### config.mk
export PLATFORM = sky130hd
export DESIGN_NAME = uart_tx_arbiter
export DESIGN_NICKNAME = d
export VERILOG_FILES = /design/src/rtl/uart_tx_arbiter.sv
export SDC_FILE = /design/constraint.sdc
export NUM_CORES = 1
export LEC_CHECK = 0
export ABC_AREA = 1
export BUFFER_PORTS_ARGS = -buffer_cell sky130_fd_sc_hd__buf_2
export CAP_MARGIN = 20
export CORE_MARGIN = 3
export CORE_UTILIZATION = 45
export CTS_CLUSTER_SIZE = 8
export DETAILED_ROUTE_END_ITERATION = 16
export PLACE_DENSITY = 0.73
export REMOVE_ABC_BUFFERS = 1
export SLEW_MARGIN = 30
export SYNTH_ARGS = -nofsm -noshare
export SYNTH_HDL_FRONTEND = slang
export SYNTH_SLANG_ARGS = --single-unit
### constraint.sdc
create_clock -name clk -period 1.9 [get_ports clk]
set_clock_uncertainty 0.1 [all_clocks]
set_input_delay 0.095 -clock clk [delete_from_list [all_inputs] [get_ports clk]]
set_output_delay 0.095 -clock clk [all_outputs]
set_load 0.02 [all_outputs]
### src/rtl/uart_tx_arbiter.sv
// Round-robin arbiter sharing one UART transmitter among NUM_REQ byte sources.
// One byte per grant: newd pulse, then hold off until donetx or a frame timeout.
module uart_tx_arbiter #(
    parameter int unsigned clk_freq    = 1000000,
    parameter int unsigned baud_rate   = 9600,
    parameter int unsigned NUM_REQ     = 4,
    parameter int unsigned TIMEOUT_MUL = 12
) (
    input  logic                       clk,
    input  logic                       rst,
    input  logic [NUM_REQ-1:0]         req_valid,
    input  logic [8*NUM_REQ-1:0]       req_data,
    output logic [NUM_REQ-1:0]         req_ready,
    output logic                       newd,
    output logic [7:0]                 dintx,
    input  logic                       donetx,
    output logic [$clog2(NUM_REQ)-1:0] grant_id,
    output logic                       busy,
    output logic                       timeout_err
);

    localparam int unsigned CLKS_PER_BIT = clk_freq / baud_rate;
    localparam int unsigned TIMEOUT      = TIMEOUT_MUL * CLKS_PER_BIT;
    localparam int unsigned CNT_W        = $clog2(TIMEOUT) + 1;
    localparam int unsigned ID_W         = $clog2(NUM_REQ);

    typedef enum logic [1:0] {
        IDLE      = 2'd0,
        START     = 2'd1,
        WAIT_DONE = 2'd2
    } state_t;

    state_t            state, state_n;
    logic [ID_W-1:0]   ptr, ptr_n;
    logic [CNT_W-1:0]  cnt, cnt_n;
    logic [7:0]        dintx_n;
    logic [ID_W-1:0]   grant_n;
    logic              newd_n, busy_n, terr_n;

    logic [ID_W-1:0]   g;
    logic              g_any;
    logic [ID_W:0]     idx;

    // First valid requester at or after ptr, wrapping modulo NUM_REQ
    always_comb begin
        g     = '0;
        g_any = 1'b0;
        idx   = '0;
        for (int k = 0; k < int'(NUM_REQ); k++) begin
            idx = {1'b0, ptr} + (ID_W+1)'(k);
            if (idx >= (ID_W+1)'(NUM_REQ)) begin
                idx = idx - (ID_W+1)'(NUM_REQ);
            end
            if (!g_any && req_valid[idx[ID_W-1:0]]) begin
                g_any = 1'b1;
                g     = idx[ID_W-1:0];
            end
        end
    end

    always_comb begin
        req_ready = '0;
        if (state == IDLE && g_any) begin
            req_ready[g] = 1'b1;
        end
    end

    // Next-state and next-output logic
    always_comb begin
        state_n = state;
        ptr_n   = ptr;
        cnt_n   = cnt;
        dintx_n = dintx;
        grant_n = grant_id;
        newd_n  = 1'b0;
        terr_n  = 1'b0;
        case (state)
            IDLE: begin
                if (g_any) begin
                    dintx_n = req_data[32'(g)*8 +: 8];
                    grant_n = g;
                    ptr_n   = (g == ID_W'(NUM_REQ - 1)) ? '0 : g + ID_W'(1);
                    newd_n  = 1'b1;
                    state_n = START;
                end
            end
            START: begin
                cnt_n   = '0;
                state_n = WAIT_DONE;
            end
            WAIT_DONE: begin
                // A done arriving on the timeout cycle takes precedence
                if (donetx) begin
                    state_n = IDLE;
                end else if (cnt == CNT_W'(TIMEOUT - 1)) begin
                    terr_n  = 1'b1;
                    state_n = IDLE;
                end else begin
                    cnt_n = cnt + CNT_W'(1);
                end
            end
            default: begin
                state_n = IDLE;
            end
        endcase
        busy_n = (state_n != IDLE);
    end

    always_ff @(posedge clk) begin
        if (rst) begin
            state       <= IDLE;
            ptr         <= '0;
            cnt         <= '0;
            dintx       <= 8'h00;
            grant_id    <= '0;
            newd        <= 1'b0;
            busy        <= 1'b0;
            timeout_err <= 1'b0;
        end else begin
            state       <= state_n;
            ptr         <= ptr_n;
            cnt         <= cnt_n;
            dintx       <= dintx_n;
            grant_id    <= grant_n;
            newd        <= newd_n;
            busy        <= busy_n;
            timeout_err <= terr_n;
        end
    end

endmodule

Yosys cells after proc, flatten, opt, wreduce, memory -nomap -nowiden. Cells that the tools add are included.

Input bits: 39. Register bits: 29. Output and inout port bits: 17. Word-level logic and storage cells: 84.

Muxes and demuxes: 33. Bitwise logic cells: 2. Shifts and indexed selects: 1. Magnitude comparators: 10. Equality and inequality tests: 6. $add $sub $neg: 9. Reductions and logical operators: 15.

Operators by type and width (count): $shiftx A32 B6 Y8 (1); $mux W12 (2); $mux W2 (12); $pmux W12 S2 (1); $lt A2 B3 Y1 const B (5); $add A12 B1 Y12 const B (1); $eq A12 B11 Y1 const B (1); $mux W1 (11); $ge A3 B3 Y1 const B (3); $bmux W1 S2 (4); $sub A2 B1 Y2 const B (4); $add A2 B2 Y3 const B (2); $pmux W2 S3 (1); $logic_and A1 B1 Y1 (5); $eq A2 B2 Y1 const B (2); $mux W4 (1); $ne A2 B2 Y1 const B (2); $reduce_bool A2 Y1 (2); $add A2 B1 Y3 const B (1); $ge A2 B3 Y1 const B (1); $logic_not A1 Y1 (3); $reduce_and A3 Y1 (1); $reduce_or A3 Y1 (1); $add A2 B1 Y2 const B (1); 7 further kinds (8).

Logic depth before layout (Yosys ltp).
Word-level depth: 19. Depth in mapped cells: 15. Gate-level depth less buffers: 14.

Worst setup path after synthesis. No wires, ideal clock.

Path kind: reg2reg. Start point: register ptr[0]. End point: register ptr[1]. Cell stages (with the launch flop): 13. Clock period less this slack: 2.022 ns. Setup time: 0.119 ns. Slack: -0.122 ns. Data arrival time: 1.802 ns. Data required time: 1.681 ns. Buffers on the path: 2. Cells stage by stage: dfxtp_1 buf_6 nand2_2 nand3_2 nand2_2 nor2_8 nand3_4 nand3_4 buf_8 inv_1 ha_1 o21ai_0 a21oi_1.

Word-level cells in the longest chain between the ends: 16. Elaborated cells on any way between the ends: 41. Classes of those cells: 8 x add/sub; 4 x order compare; 1 x eq/ne; 21 x mux; 7 x reduce/logical.

Ends and longest elaborated chain: from (decl) (RTL line 34) `logic [ID_W-1:0] ptr, ptr_n;`; from (signal assigned) (RTL line 121) `ptr <= ptr_n;`; branches (longest 13 deep; another with $add A2 B1 Y3); $mux W2 (*) (RTL line 54) `if (!g_any && req_valid[idx[ID_W-1:0]]) begin`; named net g[0] (RTL line 40) `logic [ID_W-1:0] g;`; $add A2 B1 Y2 / $eq A2 B2 Y1 (equally long branches) (RTL line 82) `ptr_n = (g == ID_W'(NUM_REQ - 1)) ? '0 : g + ID_W'(1);`; $mux W2 (*) (RTL line 82).

Mark *: on every way through the listed nets, which the timed path passes. The select of a mux whose other input is x is not followed. A chain may end at the register's enable or synchronous reset.

Worst setup path after layout.
Start point: register ptr[0]. End point: output port req_ready[3].

Word-level cells in the longest chain between the ends: 19. Elaborated cells on any way between the ends: 44. Classes of those cells: 7 x add/sub; 6 x order compare; 23 x mux; 8 x reduce/logical.

Ends and longest elaborated chain: branches (longest 13 deep; another with $add A2 B1 Y3); $mux W2 (*) (RTL line 54); named net g[1] (RTL line 40); $lt A2 B3 Y1 (implied by the code) / $ge A2 B1 Y1 (equally long branches) (RTL line 64) `req_ready[g] = 1'b1;`; $logic_and A1 B1 Y1 (implied by the code) (RTL line 64); $mux W1 (implied by the code) (RTL line 64); $demux W1 S2 (*) (RTL line 64); $mux W4 (*) (RTL line 63) `if (state == IDLE && g_any) begin`; to (decl) (RTL line 13) `output logic [NUM_REQ-1:0] req_ready,`.

Marks and branches as above.

==> flow_summary.yaml <==
critical_path:
  rrSetupSlack_ps: -160
  crit_buf_inv: 4
  crit_path_frequent_cell: "nand2_4"
  cp_slowest_cell: "dfxtp_4"
  critical_path_class: "reg2out"
  cp-end-kind: "output port"
  cp.arrival_ps: 1960
  required_ps: 1700
  path_cells: "buf_8, nand2_2, nand2_4, nand2_2, nand2_4, nor2_8, nand4_1, nand2_4, inv_4, ha_4, inv_2, nor2_1, buf_4"
  worst_path_largest_cell_delay_ps: 370
  start_kind: "flop"
  cp_max_fo: 6
  cp_top_family: "simple AND/OR/NAND/NOR gates"
floorplan:
  die_area_sq_um: 5449
  rows: 24
  fp.dieW_um: 73.82
  chipHeight_um: 73.82
  core_area_sq_um: 4384
  floorplan.io_pins: 56
  initial_core_util_pct: 47.20
routing:
  num_vias: 2383
  finalWirelength_um: 5884
  wl_per_cell_um: 12.52
  viasPerCell: 5.070
  drcViolationCount: 0
  drtAntennaViolNets: 0
  drt_first_pass_iters: 4
  drt_iter0_drc: 123
place:
  port_buffers: 55
  dpl.cell_count: 454
  gp_congestion: 0.8149
  dp_slack_ps: -85.92
  hpwl_um: 3905
grt:
  grt_pass1_wl_um: 9384
  overflow: 0
  track_usage_pct: 22.04
  grt_pass1_vias: 2255
  antenna_found_initial: 0
  grt_max_degree: 17
logic_synthesis:
  synth_largest_area_cell: "dfxtp_1"
  synth_cell_type_count: 27
  ys_seq_elements: 29
  syn-cell-area_sq_um: 2069
  yosysWarnings: 0
  synth_area_per_cell_sq_um: 6.290
  synth_top_area_share_pct: 28.05
  yosys_most_used_dff: "dfxtp_1"
  syn_inst: 329
  async_flop_share_pct: 0
  yosysSeqAreaShare_pct: 28.05
  synth-edff-count: 0
  synth_top_cells_by_area: "dfxtp_1, inv_1, nand2_1"
  synth_common_cells: "inv_1, nand2_1, nor2_1"
clock_network:
  cts-htree-levels: 2
  clkLatencyLatePin_ps: 280
  clock_tree.root_cell: "clkbuf_8"
  clkSinkCount: 29
  cts_tree: "yes"
  clk_pin_slew_ps: 60
  cts_buffer_depth: 2
  numCtsBuffers: 5
sta:
  layout_worst_path_cycle_share_pct: 113.6
  worst_pin_slew_ps: 232.5
  fin_ws_ps: -258.0
  max_freq_ghz: 0.4634
  finalHoldViolations: 0
  timing.slew.headroom_pct: 84.40
  finalSetupViolCount: 13
  maxSlewViolCount: 0
  tns_ps: -2091
  period_needed_ps: 2158
  rsz0062_at_grt: "true"
power:
  clock_power_share_pct: 7.7
  power_density_nw_per_um2: 2080
  pwr-share-seq_pct: 13.3
  switching_share_pct: 49.66
  p_switching_w: 0.003219
  comb_power_share_pct: 79.0
  p_leak_nw: 1.635
  internal-power_w: 0.003263
  ir_drop_mv: 1.119
layout:
  fill_cells: 351
  stdcell_count: 470
  diodes: 0
  fin_nets: 462
  drive_gt1_share_pct: 45.45
  synthToLayoutAreaGrowth_pct: 50.54
run:
  max-cap-violations: 0
status:
  violations: "setup timing"
  outcome: "finished, violations left"
worst_hold_path:
  hold_path_class: "in2reg"
==> registers in the layout, summed over array words and instances, names as in the netlist <==
register / cells
grant_id: 2
timeout_err: 1
dintx: 8
state: 2
newd: 1
ptr: 2
busy: 1
cnt: 12
==> what timing repair did <==
item	CTS	global route
gates resized for setup	41	60
cloned	1	0
endpoints found under the setup margin	14	21
hold buffers	1	0
setup buffers	6	3
pin swaps	13	15
endpoints found under the hold margin	1	0
==> power groups by stage <==
stage	clock network, W	logic (W)	registers, W
after floorplan	0	0.00211	0.000980
after global placement	0	0.00344	0.000842
after detailed placement	0	0.00351	0.000841
after CTS	0.000507	0.00432	0.000847
after global routing	0.000541	0.00555	0.000873
final	0.000502	0.00512	0.000863
==> per-layer routing <==
layer / part of all wire, % / global-route usage [%] / up-vias
met5: 0 / 0 / -
met4: 2.2 / 8.451 / 0
met3: 6.3 / 6.019 / 16
met2: 48 / 37.60 / 84
met1: 43 / 26.03 / 1076
li1: - / - / 1207
==> path summary, 6_finish.rpt <==
path / startpoint / to / cells past startpoint
setup / recovery: ptr[0]$_SDFFE_PP0P_ / req_ready[3] / 13
hold reg to reg: cnt[10]$_SDFFE_PP0P_ / cnt[10]$_SDFFE_PP0P_ / 1
hold / removal: rst / cnt[0]$_SDFFE_PP0P_ / 4
setup reg to reg: ptr[0]$_SDFFE_PP0P_ / dintx[4]$_SDFFE_PP0P_ / 17
==> layout make-up <==
type	instances	area, sq um	share of cell area, %
clock buffers	7	86.33	2.771
inverters	70	277.8	8.916
multi-input cells	220	1449	46.51
flip-flops and latches	29	584.3	18.75
well taps	52	65.06	2.088
repair buffers	92	653.1	20.96
==> tightest hold or removal path, delay by kind of cell <==
family / cells / cell delay (ps)
AND/OR/NAND/NOR: 1 / 90
buffers and inverters: 2 / 190
AO/OA/AOI/OAI: 1 / 30
==> cell usage in the layout, fill, tap and decap left out, types with 13 or more instances in the layout <==
cell type and instances:
inv_1 59, buf_2 51, nand2_1 41, nor2_1 36
nand2_2 30, buf_4 29, dfxtp_1 28, nand3_2 21
nand4_1 18, nand3_1 14, nand2_4 13
==> cells by family (layout without fill, tap and decap cells) <==
family                   after synthesis  count (layout)  synth area share (%)
flip-flops                            29              29                 28.05
AO/OA/AOI/OAI                         25              25                 6.651
adder cells (fa/ha/maj)                5               5                 3.023
buffers and inverters                 80             169                 16.08
AND/OR/NAND/NOR                      188             188                 45.34
XOR/XNOR                               2               2                0.8466
==> metrics by stage <==
stage | hold WS, ps | total power (W) | util (%) | cell area, sq um
after floorplan | 64.07 | 0.003091 | - | 1999
after global placement | 176.8 | 0.004278 | 58.73 | 2575
after detailed placement | 183.5 | 0.004348 | 58.73 | 2575
after CTS | 50.78 | 0.005676 | 66.04 | 2895
after global routing | 96.96 | 0.006967 | 71.06 | 3115
final | 78.76 | 0.006481 | 71.06 | 3115
(Power assumes the default switching activity.)
